$ cat src/rtl/conv_window_fetch.sv
// conv_window_fetch: walks a row-major image and re-times paired memory reads
// into a KxK stride-1 window tap stream, two taps per beat, valid/ready out.
// Optional build macro: WINDOW_PAD_EN ("same" padding, out-of-image taps read as 0).

// Per-lane tap address generator: flat address (mod 2^ADDR_W) plus out-of-image flag.
module cwf_tap_lane #(
  parameter int ADDR_W = 16,
  parameter int IMG_W  = 32,
  parameter int IMG_H  = 32,
  parameter int PAD    = 0,
  parameter int CW     = 6,
  parameter int KW     = 3
) (
  input  logic [ADDR_W-1:0] base,
  input  logic [CW-1:0]     wy,
  input  logic [CW-1:0]     wx,
  input  logic [KW-1:0]     ky,
  input  logic [KW-1:0]     kx,
  output logic [ADDR_W-1:0] addr,
  output logic              oob
);
  int row, col;

  // Signed pixel coordinate; negative offsets simply wrap in the address.
  always_comb begin
    row  = int'(wy) + int'(ky) - PAD;
    col  = int'(wx) + int'(kx) - PAD;
    oob  = (row < 0) || (row >= IMG_H) || (col < 0) || (col >= IMG_W);
    addr = base + ADDR_W'(row * IMG_W + col);
  end
endmodule

module conv_window_fetch #(
  parameter int ADDR_W = 16,
  parameter int DATA_W = 18,
  parameter int IMG_W  = 32,
  parameter int IMG_H  = 32,
  parameter int K      = 3
) (
  input  logic              clk,
  input  logic              rst,
  input  logic              start,
  input  logic [ADDR_W-1:0] base_addr,
  output logic [ADDR_W-1:0] read_addr_a,
  output logic [ADDR_W-1:0] read_addr_b,
  input  logic [DATA_W-1:0] read_data_a,
  input  logic [DATA_W-1:0] read_data_b,
  output logic              out_valid,
  input  logic              out_ready,
  output logic [DATA_W-1:0] out_a,
  output logic [DATA_W-1:0] out_b,
  output logic              out_b_valid,
  output logic              out_wlast,
  output logic              busy,
  output logic              done
);
  localparam int TAPS      = K * K;
  localparam int BEATS     = (TAPS + 1) / 2;
  localparam int NUM_LANES = 2;
  localparam int STAGES    = 1;
`ifdef WINDOW_PAD_EN
  localparam int PAD     = K / 2;
  localparam int WX_LAST = IMG_W - 1;
  localparam int WY_LAST = IMG_H - 1;
`else
  localparam int PAD     = 0;
  localparam int WX_LAST = IMG_W - K;
  localparam int WY_LAST = IMG_H - K;
`endif
  localparam int CW = $clog2(((IMG_W > IMG_H) ? IMG_W : IMG_H) + 1);
  localparam int KW = 3;
  localparam int JW = $clog2(BEATS + 1);

  typedef struct packed { logic [KW-1:0] ky; logic [KW-1:0] kx; } tap_t;
  typedef struct packed { logic [DATA_W-1:0] a; logic [DATA_W-1:0] b; logic bv; logic last; } beat_t;
  typedef struct packed { logic bv; logic last; logic oob_a; logic oob_b; } meta_t;
  typedef enum logic [1:0] {IDLE, RUN, DRAIN, DONE} state_t;

  function automatic tap_t tap_inc(input tap_t t);
    tap_t r;
    if (t.kx == KW'(K - 1)) begin r.ky = t.ky + 1'b1; r.kx = '0; end
    else begin r.ky = t.ky; r.kx = t.kx + 1'b1; end
    return r;
  endfunction

  state_t state, state_next;
  logic [ADDR_W-1:0] base_q, cur_base;
  logic [CW-1:0] wx, wy;
  tap_t tap0;
  logic [JW-1:0] j;
  logic issued_all, issue, last_beat, last_win, bv_cur, can_issue;
  logic [STAGES:0] vld_pipe;
  meta_t [STAGES:0] meta_pipe;
  tap_t [NUM_LANES-1:0] lane_tap;
  logic [NUM_LANES-1:0][ADDR_W-1:0] lane_addr;
  logic [NUM_LANES-1:0] lane_oob;
  beat_t [1:0] fifo;
  beat_t land, head;
  logic wr_ptr, rd_ptr, pop, spop, push;
  logic [1:0] cnt, cnt_next;

  assign cur_base    = (state == IDLE) ? base_addr : base_q;
  assign lane_tap[0] = tap0;
  assign lane_tap[1] = tap_inc(tap0);

  for (genvar l = 0; l < NUM_LANES; l++) begin : g_lane
    cwf_tap_lane #(.ADDR_W(ADDR_W), .IMG_W(IMG_W), .IMG_H(IMG_H), .PAD(PAD), .CW(CW), .KW(KW)) u_lane (
      .base(cur_base), .wy(wy), .wx(wx), .ky(lane_tap[l].ky), .kx(lane_tap[l].kx),
      .addr(lane_addr[l]), .oob(lane_oob[l]));
  end

  assign last_beat = (j == JW'(BEATS - 1));
  assign last_win  = (wx == CW'(WX_LAST)) && (wy == CW'(WY_LAST));
  assign bv_cur    = (2 * int'(j) + 1) < TAPS;

  // Landing beat: data arrives one cycle after its address; padded slots read as 0.
  assign land.a    = meta_pipe[1].oob_a ? '0 : read_data_a;
  assign land.b    = (!meta_pipe[1].bv || meta_pipe[1].oob_b) ? '0 : read_data_b;
  assign land.bv   = meta_pipe[1].bv;
  assign land.last = meta_pipe[1].last;

  // Fall-through: an empty FIFO presents the landing beat directly.
  assign head      = (cnt != 2'd0) ? fifo[rd_ptr] : land;
  assign out_valid = (cnt != 2'd0) || vld_pipe[1];
  assign pop       = out_valid && out_ready;
  assign spop      = pop && (cnt != 2'd0);
  assign push      = vld_pipe[1] && !(pop && (cnt == 2'd0));
  assign cnt_next  = cnt + 2'(push) - 2'(spop);
  assign can_issue = (3'(cnt_next) + 3'(vld_pipe[0])) < 3'd2;

  assign out_a       = out_valid ? head.a : '0;
  assign out_b       = out_valid ? head.b : '0;
  assign out_b_valid = out_valid && head.bv;
  assign out_wlast   = out_valid && head.last;

  // State register.
  always_ff @(posedge clk or posedge rst)
    if (rst) state <= IDLE;
    else     state <= state_next;

  // Next state, issue decision and status outputs.
  always_comb begin
    state_next = state;
    issue      = 1'b0;
    busy       = 1'b0;
    done       = 1'b0;
    case (state)
      IDLE: if (start) begin issue = 1'b1; state_next = RUN; end
      RUN: begin
        busy = 1'b1;
        if (issued_all) state_next = DRAIN;
        else if (can_issue) begin
          issue = 1'b1;
          if (last_beat && last_win) state_next = DRAIN;
        end
      end
      DRAIN: begin
        busy = 1'b1;
        if (!vld_pipe[0] && (cnt_next == 2'd0)) state_next = DONE;
      end
      DONE: begin done = 1'b1; state_next = IDLE; end
      default: state_next = IDLE;
    endcase
  end

  // Window/tap walk: taps advance by two per issued beat, windows wrap with no bubble.
  always_ff @(posedge clk or posedge rst)
    if (rst) begin
      base_q <= '0; wx <= '0; wy <= '0; tap0 <= '0; j <= '0; issued_all <= 1'b0;
    end else begin
      if (state == IDLE && start) base_q <= base_addr;
      if (state == DONE) issued_all <= 1'b0;
      else if (issue && last_beat && last_win) issued_all <= 1'b1;
      if (issue) begin
        if (last_beat) begin
          j <= '0; tap0 <= '0;
          if (wx == CW'(WX_LAST)) begin
            wx <= '0;
            wy <= (wy == CW'(WY_LAST)) ? '0 : wy + 1'b1;
          end else wx <= wx + 1'b1;
        end else begin
          j    <= j + 1'b1;
          tap0 <= tap_inc(lane_tap[1]);
        end
      end
    end

  // Registered read addresses plus per-beat metadata that rides alongside the read.
  always_ff @(posedge clk or posedge rst)
    if (rst) begin
      read_addr_a <= '0; read_addr_b <= '0; vld_pipe <= '0; meta_pipe <= '0;
    end else begin
      vld_pipe  <= {vld_pipe[STAGES-1:0], issue};
      meta_pipe <= {meta_pipe[STAGES-1:0], {bv_cur, last_beat, lane_oob[0], lane_oob[1]}};
      if (issue) begin
        read_addr_a <= lane_addr[0];
        read_addr_b <= lane_addr[1];
      end
    end

  // 2-entry output FIFO; issue throttling guarantees it never overflows.
  always_ff @(posedge clk or posedge rst)
    if (rst) begin
      fifo <= '0; wr_ptr <= 1'b0; rd_ptr <= 1'b0; cnt <= 2'd0;
    end else begin
      if (push) begin fifo[wr_ptr] <= land; wr_ptr <= ~wr_ptr; end
      if (spop) rd_ptr <= ~rd_ptr;
      cnt <= cnt_next;
    end
endmodule

$ cat config.mk
export PLATFORM = sky130hd
export DESIGN_NAME = conv_window_fetch
export DESIGN_NICKNAME = d
export VERILOG_FILES = /design/src/rtl/conv_window_fetch.sv
export SDC_FILE = /design/constraint.sdc
export NUM_CORES = 1
export LEC_CHECK = 0
export ABC_CLOCK_PERIOD_IN_PS = 5150
export CAP_MARGIN = 20
export CORE_AREA = 2 2 120 168
export CTS_CLUSTER_DIAMETER = 150
export DETAILED_ROUTE_END_ITERATION = 10
export DIE_AREA = 0 0 122 170
export GPL_ROUTABILITY_DRIVEN = 0
export PLACE_DENSITY = 0.76
export SYNTH_ARGS = -nofsm -noshare
export SYNTH_HDL_FRONTEND = slang
export SYNTH_SLANG_ARGS = --single-unit
$ cat constraint.sdc
create_clock -name clk -period 5.15 [get_ports clk]
set_clock_uncertainty 0.2 [all_clocks]
set_input_delay 1.03 -clock clk [delete_from_list [all_inputs] [get_ports clk]]
set_output_delay 1.03 -clock clk [all_outputs]
set_load 0.05 [all_outputs]
==> results of run 1 <==
-- cells by family after synthesis --
| kind of cell | count (synthesis) |
|---|---|
| compound gates | 244 |
| simple gates | 301 |
| buf+inv | 89 |
| xor+xnor | 46 |
| mux | 80 |
| flops | 162 |
| fa+ha+maj | 80 |
-- critical path, stage by stage (launching register included) --
cell     delay (ns)
dfrtp_1        0.44
inv_1          0.14
nor3_1         0.41
xor2_1         0.24
ha_1           0.27
fa_1           0.41
a21oi_1        0.22
nor2b_1        0.08
xor2_1         0.14
ha_1           0.29
ha_1           0.40
nand2_1        0.09
or4_1          0.49
a31oi_1        0.24
o31ai_1        0.17
xnor2_1        0.19
a21oi_1        0.08
-- metrics by stage --
stage	std cells	utilization [%]	hold slack, ns
floorplan	1002	-	0.131
global placement	1335	57.1	0.132
detailed placement	1335	57.1	0.135
CTS	1367	60.2	0.149
global route	1368	60.3	0.168
finish	1368	60.3	0.147
-- worst max-delay path by stage --
stage	startpoint	endpoint	slack, ns	cells after the start
2_1_floorplan	state[0]	read_addr_b[15]	0.94	15
3_3_place_gp	base_addr[1]	read_addr_b[15]	0.74	12
3_5_place_dp	lane_tap[1]	read_addr_b[13]	0.64	16
4_1_cts	lane_tap[1]	read_addr_b[13]	0.59	16
5_1_grt	lane_tap[1]	read_addr_b[13]	0.27	16
6_report	lane_tap[1]	read_addr_b[13]	0.53	16
-- registers in the layout, summed over array words and instances, names as in the netlist --
register,cells
wy,6
rd_ptr,1
vld_pipe,2
base_q,16
land,2
wx,6
wr_ptr,1
state,2
read_addr_a,16
cnt,2
meta_pipe,6
fifo,76
issued_all,1
j,3
lane_tap,6
read_addr_b,16
-- cell usage after synthesis, types with 2 or more instances --
| library cell | count |
|---|---|
| buf_1 | 5 |
| nor3_1 | 26 |
| a211oi_1 | 3 |
| o41ai_1 | 2 |
| nand2_1 | 175 |
| o31ai_1 | 5 |
| dfrtp_1 | 162 |
| xor2_1 | 22 |
| a31oi_1 | 5 |
| nor2_1 | 41 |
| nand3_1 | 7 |
| or3_1 | 5 |
| o21bai_1 | 4 |
| o22ai_1 | 18 |
| mux2_2 | 34 |
| nand4bb_1 | 2 |
| buf_2 | 3 |
| or4_1 | 2 |
| and2_1 | 3 |
| mux2i_1 | 46 |
| nor2b_1 | 8 |
| nand4_1 | 3 |
| xnor2_1 | 23 |
| and3_1 | 4 |
| clkbuf_1 | 46 |
| a21o_1 | 17 |
| ha_1 | 70 |
| o2111ai_1 | 3 |
| o21a_1 | 2 |
| inv_1 | 32 |
| fa_1 | 10 |
| nand2b_1 | 20 |
| a21oi_1 | 37 |
| buf_6 | 2 |
| o21ai_0 | 139 |
-- layer usage --
metal,vias up,part of all wire [%]
met2,190,52
li1,3676,-
met5,-,0
met1,3662,41
met3,42,4.0
met4,0,2.8
-- cell type report --
cell class | instances | area [sq um]
Fill cell | 1626 | 7600
Inverter | 33 | 129
Sequential cell | 162 | 4060
Multi-Input combinational cell | 751 | 5050
Clock inverter | 15 | 165
Clock buffer | 17 | 425
Tap cell | 248 | 310
Timing Repair Buffer | 142 | 1410
==> impl_metrics.csv, run 1 <==
group,metric,value,unit
status,status,"complete, no violations",
cells_and_area,drive_gt1_share,7.95,%
grt,grt_util_met1,25.9,%
timing,hold_violations,0,
floorplan,dieArea,0.0207,sq mm
cts,path_clk_slew,0.07,ns
timing,rsz0062_at_grt,"false",
routing,wirelength,22.2,mm
cts,tritoncts,"done",
floorplan,rows,60,
cts,clock_sinks,162,
synthesis,synthMuxAreaShare,8.93,%
cells_and_area,final_cell_mix,"174 x nand2_1, 161 x dfrtp_1, 139 x o21ai_0",
routing,vias_per_cell,5.53,
timing,slew_headroom,34.8,%
timing,setup_tns,0,ns
synthesis,yosys_warnings,0,
grt,grt_use_met2,39.5,%
synthesis,synth_compound_area_share,14.6,%
timing,min_period,4.62,ns
floorplan,initial_utilization,49.4,%
synthesis,syn-cell-area,0.00945,sq mm
cells_and_area,final_common_cell,"nand2_1",
cts,ctsResizeCount,0,
cells_and_area,antennaDiodeCount,0,
synthesis,synth_fp_nets,1138,
synthesis,synth_top_family_by_area,"compound AO/OA/AOI/OAI gates",
grt,antenna_found_initial,0,
worst_hold_path,holdPathStages,0,
worst_hold_path,hp-class,"flop to flop",
synthesis,synth_area_leader_cell,"dfrtp_1",
critical_path,r2r_end,"read_addr_b[13]",
routing,drt_iter0_drc,521,
routing,drc,0,
routing,routedWlPerCell,16.2,microns
cells_and_area,final_area,0.0115,sq mm
cells_and_area,nets,1243,
cts,htree_levels,4,
synthesis,synthFlopType,"dfrtp_1",
floorplan,die_h,170,microns
worst_hold_path,holdPathEnd,"land[0]",
grt,grtUsageMet3,3.69,%
placed_design,dp_hpwl,15.8,mm
synthesis,synthTopCellsByArea,"dfrtp_1 43%, ha_1 9.3%, o21ai_0 7.4%, nand2_1 7.0%, mux2i_1 4.9%",
worst_hold_path,worstHoldStart,"meta_pipe[2]",
synthesis,synth_area_per_cell,9.43,sq um
timing,fmax,216,MHz
cts,root_buffer,"clkbuf_16",
synthesis,synth-async-reset-ratio,100,%
placed_design,post-place-ws,0.636,ns
floorplan,io_pins,129,
critical_path,worstSetupPathType,"flop to flop",
cts,clk_path_buf_depth,2,
synthesis,synthSimpleGateAreaFrac,14.0,%
synthesis,synth_seq_area_share,42.9,%
grt,grt_overflow,0,
routing,first_pass_iters,5,
synthesis,synth_cells,1002,
cts,cts_buffers,17,
critical_path,start_kind,"flop",
routing,num_vias,7570,
critical_path,end_kind,"flop",
synthesis,ys_ff_latch,162,
cells_and_area,syn2layout_area_growth,22.2,%
synthesis,yosys.area.top_type_share,42.9,%
timing,drv_slew,0,
grt,first_global_vias,7517,
synthesis,synth_cell_type_count,51,
synthesis,synth_xor_area_share,4.42,%
grt,grt_pass1_wl,36.2,mm
grt,grt_use_total,21.9,%
critical_path,r2r_setup_slack,0.53,ns
critical_path,crit_fanout,7,
critical_path,critPathRequiredTime,5.25,ns
floorplan,core_area,0.0191,sq mm
synthesis,synth-adder-area-share,11.4,%
floorplan,fp.dieW,122,microns
placed_design,placed_cell_area,0.0109,sq mm
critical_path,rr_worst_depth,16,
timing,timing.final.crit_share,89.8,%
synthesis,synth-edff-count,0,
critical_path,r2r-start,"lane_tap[1]",
routing,ant_nets,0,
cts,clk_latency,0.42,ns
timing,setup_violations,0,
critical_path,arrival,4.72,ns
cts,post_cts_buffers,0,
grt,grt_busiest_layer,"met2",
cts,cts_hold_buf,0,
placed_design,io_buffers,128,
timing,timing.final.ws_setup,0.528,ns
grt,grt_start_max_net_pins,65,
job,maxCapViolCount,0,
timing,tightest_slew,0.970,ns
Power of run 1 is not shown: default switching activity piles up to over one toggle a cycle in this logic, so the estimate is an artifact.
==> run 2, diff against run 1 <==
--- a/config.mk
+++ b/config.mk
@@ -13,6 +13,7 @@
 export DIE_AREA = 0 0 122 170
 export GPL_ROUTABILITY_DRIVEN = 0
 export PLACE_DENSITY = 0.76
+export SLEW_MARGIN = 10
 export SYNTH_ARGS = -nofsm -noshare
 export SYNTH_HDL_FRONTEND = slang
 export SYNTH_SLANG_ARGS = --single-unit
==> run 2 against run 1 <==
Die area unchanged. First-iteration DRC count is the same. Design area is the same. Sequential share of layout area unchanged. Via count stayed put. Cell count is the same. Non-clock buffer count did not move.
==> impl_metrics.csv, run 2 (synthesis gave the netlist of run 1 again) <==
group,metric,value,unit
timing,slew_headroom,34.8,%
routing,routedWlPerCell,16.2,microns
floorplan,dieArea,0.0207,sq mm
grt,grt_start_max_net_pins,65,
floorplan,core_area,0.0191,sq mm
cells_and_area,final_common_cell,"nand2_1",
cells_and_area,drive_gt1_share,7.95,%
grt,grt_pass1_wl,36.2,mm
critical_path,critPathRequiredTime,5.25,ns
grt,first_global_vias,7517,
floorplan,fp.dieW,122,microns
cts,post_cts_buffers,0,
cts,clock_sinks,162,
routing,ant_nets,0,
placed_design,placed_cell_area,0.0109,sq mm
routing,drc,0,
timing,rsz0062_at_grt,"false",
critical_path,worstSetupPathType,"flop to flop",
routing,drt_iter0_drc,521,
cts,clk_path_buf_depth,2,
critical_path,rr_worst_depth,16,
critical_path,r2r-start,"lane_tap[1]",
routing,vias_per_cell,5.53,
cells_and_area,final_area,0.0115,sq mm
worst_hold_path,hp-class,"flop to flop",
cells_and_area,syn2layout_area_growth,22.2,%
floorplan,io_pins,129,
worst_hold_path,holdPathStages,0,
cells_and_area,largest-register,"fifo",
routing,num_vias,7570,
cts,tritoncts,"done",
cts,ctsResizeCount,0,
critical_path,r2r_setup_slack,0.53,ns
timing,setup_violations,0,
floorplan,rows,60,
cells_and_area,fill_cells,1626,
timing,fmax,216,MHz
job,maxCapViolCount,0,
cells_and_area,antennaDiodeCount,0,
grt,grt_use_total,21.9,%
cts,cts_buffers,17,
critical_path,end_kind,"flop",
routing,first_pass_iters,5,
grt,antenna_found_initial,0,
floorplan,die_h,170,microns
timing,hold_violations,0,
critical_path,arrival,4.72,ns
status,status,"complete, no violations",
grt,grt_overflow,0,
floorplan,initial_utilization,49.4,%
critical_path,start_kind,"flop",
worst_hold_path,worstHoldStart,"meta_pipe[2]",
placed_design,dp_hpwl,15.8,mm
timing,tightest_slew,0.970,ns
critical_path,r2r_end,"read_addr_b[13]",
timing,drv_slew,0,
critical_path,crit_start,"lane_tap[1]",
placed_design,io_buffers,128,
cts,cts_hold_buf,0,
cells_and_area,nets,1243,
timing,timing.final.crit_share,89.8,%
worst_hold_path,holdPathEnd,"land[0]",
cells_and_area,final_cell_mix,"174 x nand2_1, 161 x dfrtp_1, 139 x o21ai_0",
timing,setup_tns,0,ns
cts,path_clk_slew,0.07,ns
timing,min_period,4.62,ns
cts,clk_latency,0.42,ns
cts,htree_levels,4,
cells_and_area,largest_reg_flops,76,
critical_path,crit_fanout,7,
routing,wirelength,22.2,mm
cts,root_buffer,"clkbuf_16",
==> run 2: cell counts in the layout (fill, tap and decap cells not counted) <==
Identical to the previous run, type by type.
==> run 2: cell type report <==
cell class / instances / area, sq um / area share (%)
Multi-Input combinational cell: 751 / 5050 / 43.7
Sequential cell: 162 / 4060 / 35.1
Timing Repair Buffer: 142 / 1410 / 12.2
Clock buffer: 17 / 425 / 3.69
Tap cell: 248 / 310 / 2.69
Clock inverter: 15 / 165 / 1.43
Inverter: 33 / 129 / 1.12
==> run 2: worst max-delay path by stage <==
stage,cells past startpoint,endpoint
2_1_floorplan,15,read_addr_b[15]
3_3_place_gp,12,read_addr_b[15]
3_5_place_dp,16,read_addr_b[13]
4_1_cts,16,read_addr_b[13]
5_1_grt,16,read_addr_b[13]
6_report,16,read_addr_b[13]
==> run 2: stage by stage <==
| stage | util, % | std cells | setup slack, ns | hold WS [ns] |
|---|---|---|---|---|
| 6_report | 60.3 | 1368 | 0.528 | 0.147 |
| 5_1_grt | 60.3 | 1368 | 0.269 | 0.168 |
| 4_1_cts | 60.2 | 1367 | 0.589 | 0.149 |
| 3_5_place_dp | 57.1 | 1335 | 0.636 | 0.135 |
| 3_3_place_gp | 57.1 | 1335 | 0.741 | 0.132 |
| 2_1_floorplan | - | 1002 | 0.940 | 0.131 |
==> run 2: layer usage <==
metal	wire, microns	vias up	global-route usage [%]
met5	0	-	0
met4	618	0	7.80
met3	877	42	3.69
met2	11600	190	39.5
met1	9100	3662	25.9
li1	-	3676	-
==> run 2: worst max-delay path, cell delays in order (launching register included) <==
cell and delay, ns:
dfrtp_1 0.44, inv_1 0.14, nor3_1 0.41, xor2_1 0.24, ha_1 0.27, fa_1 0.41
a21oi_1 0.22, nor2b_1 0.08, xor2_1 0.14, ha_1 0.29, ha_1 0.40, nand2_1 0.09
or4_1 0.49, a31oi_1 0.24, o31ai_1 0.17, xnor2_1 0.19, a21oi_1 0.08
Power of run 2 is left out for the same reason.
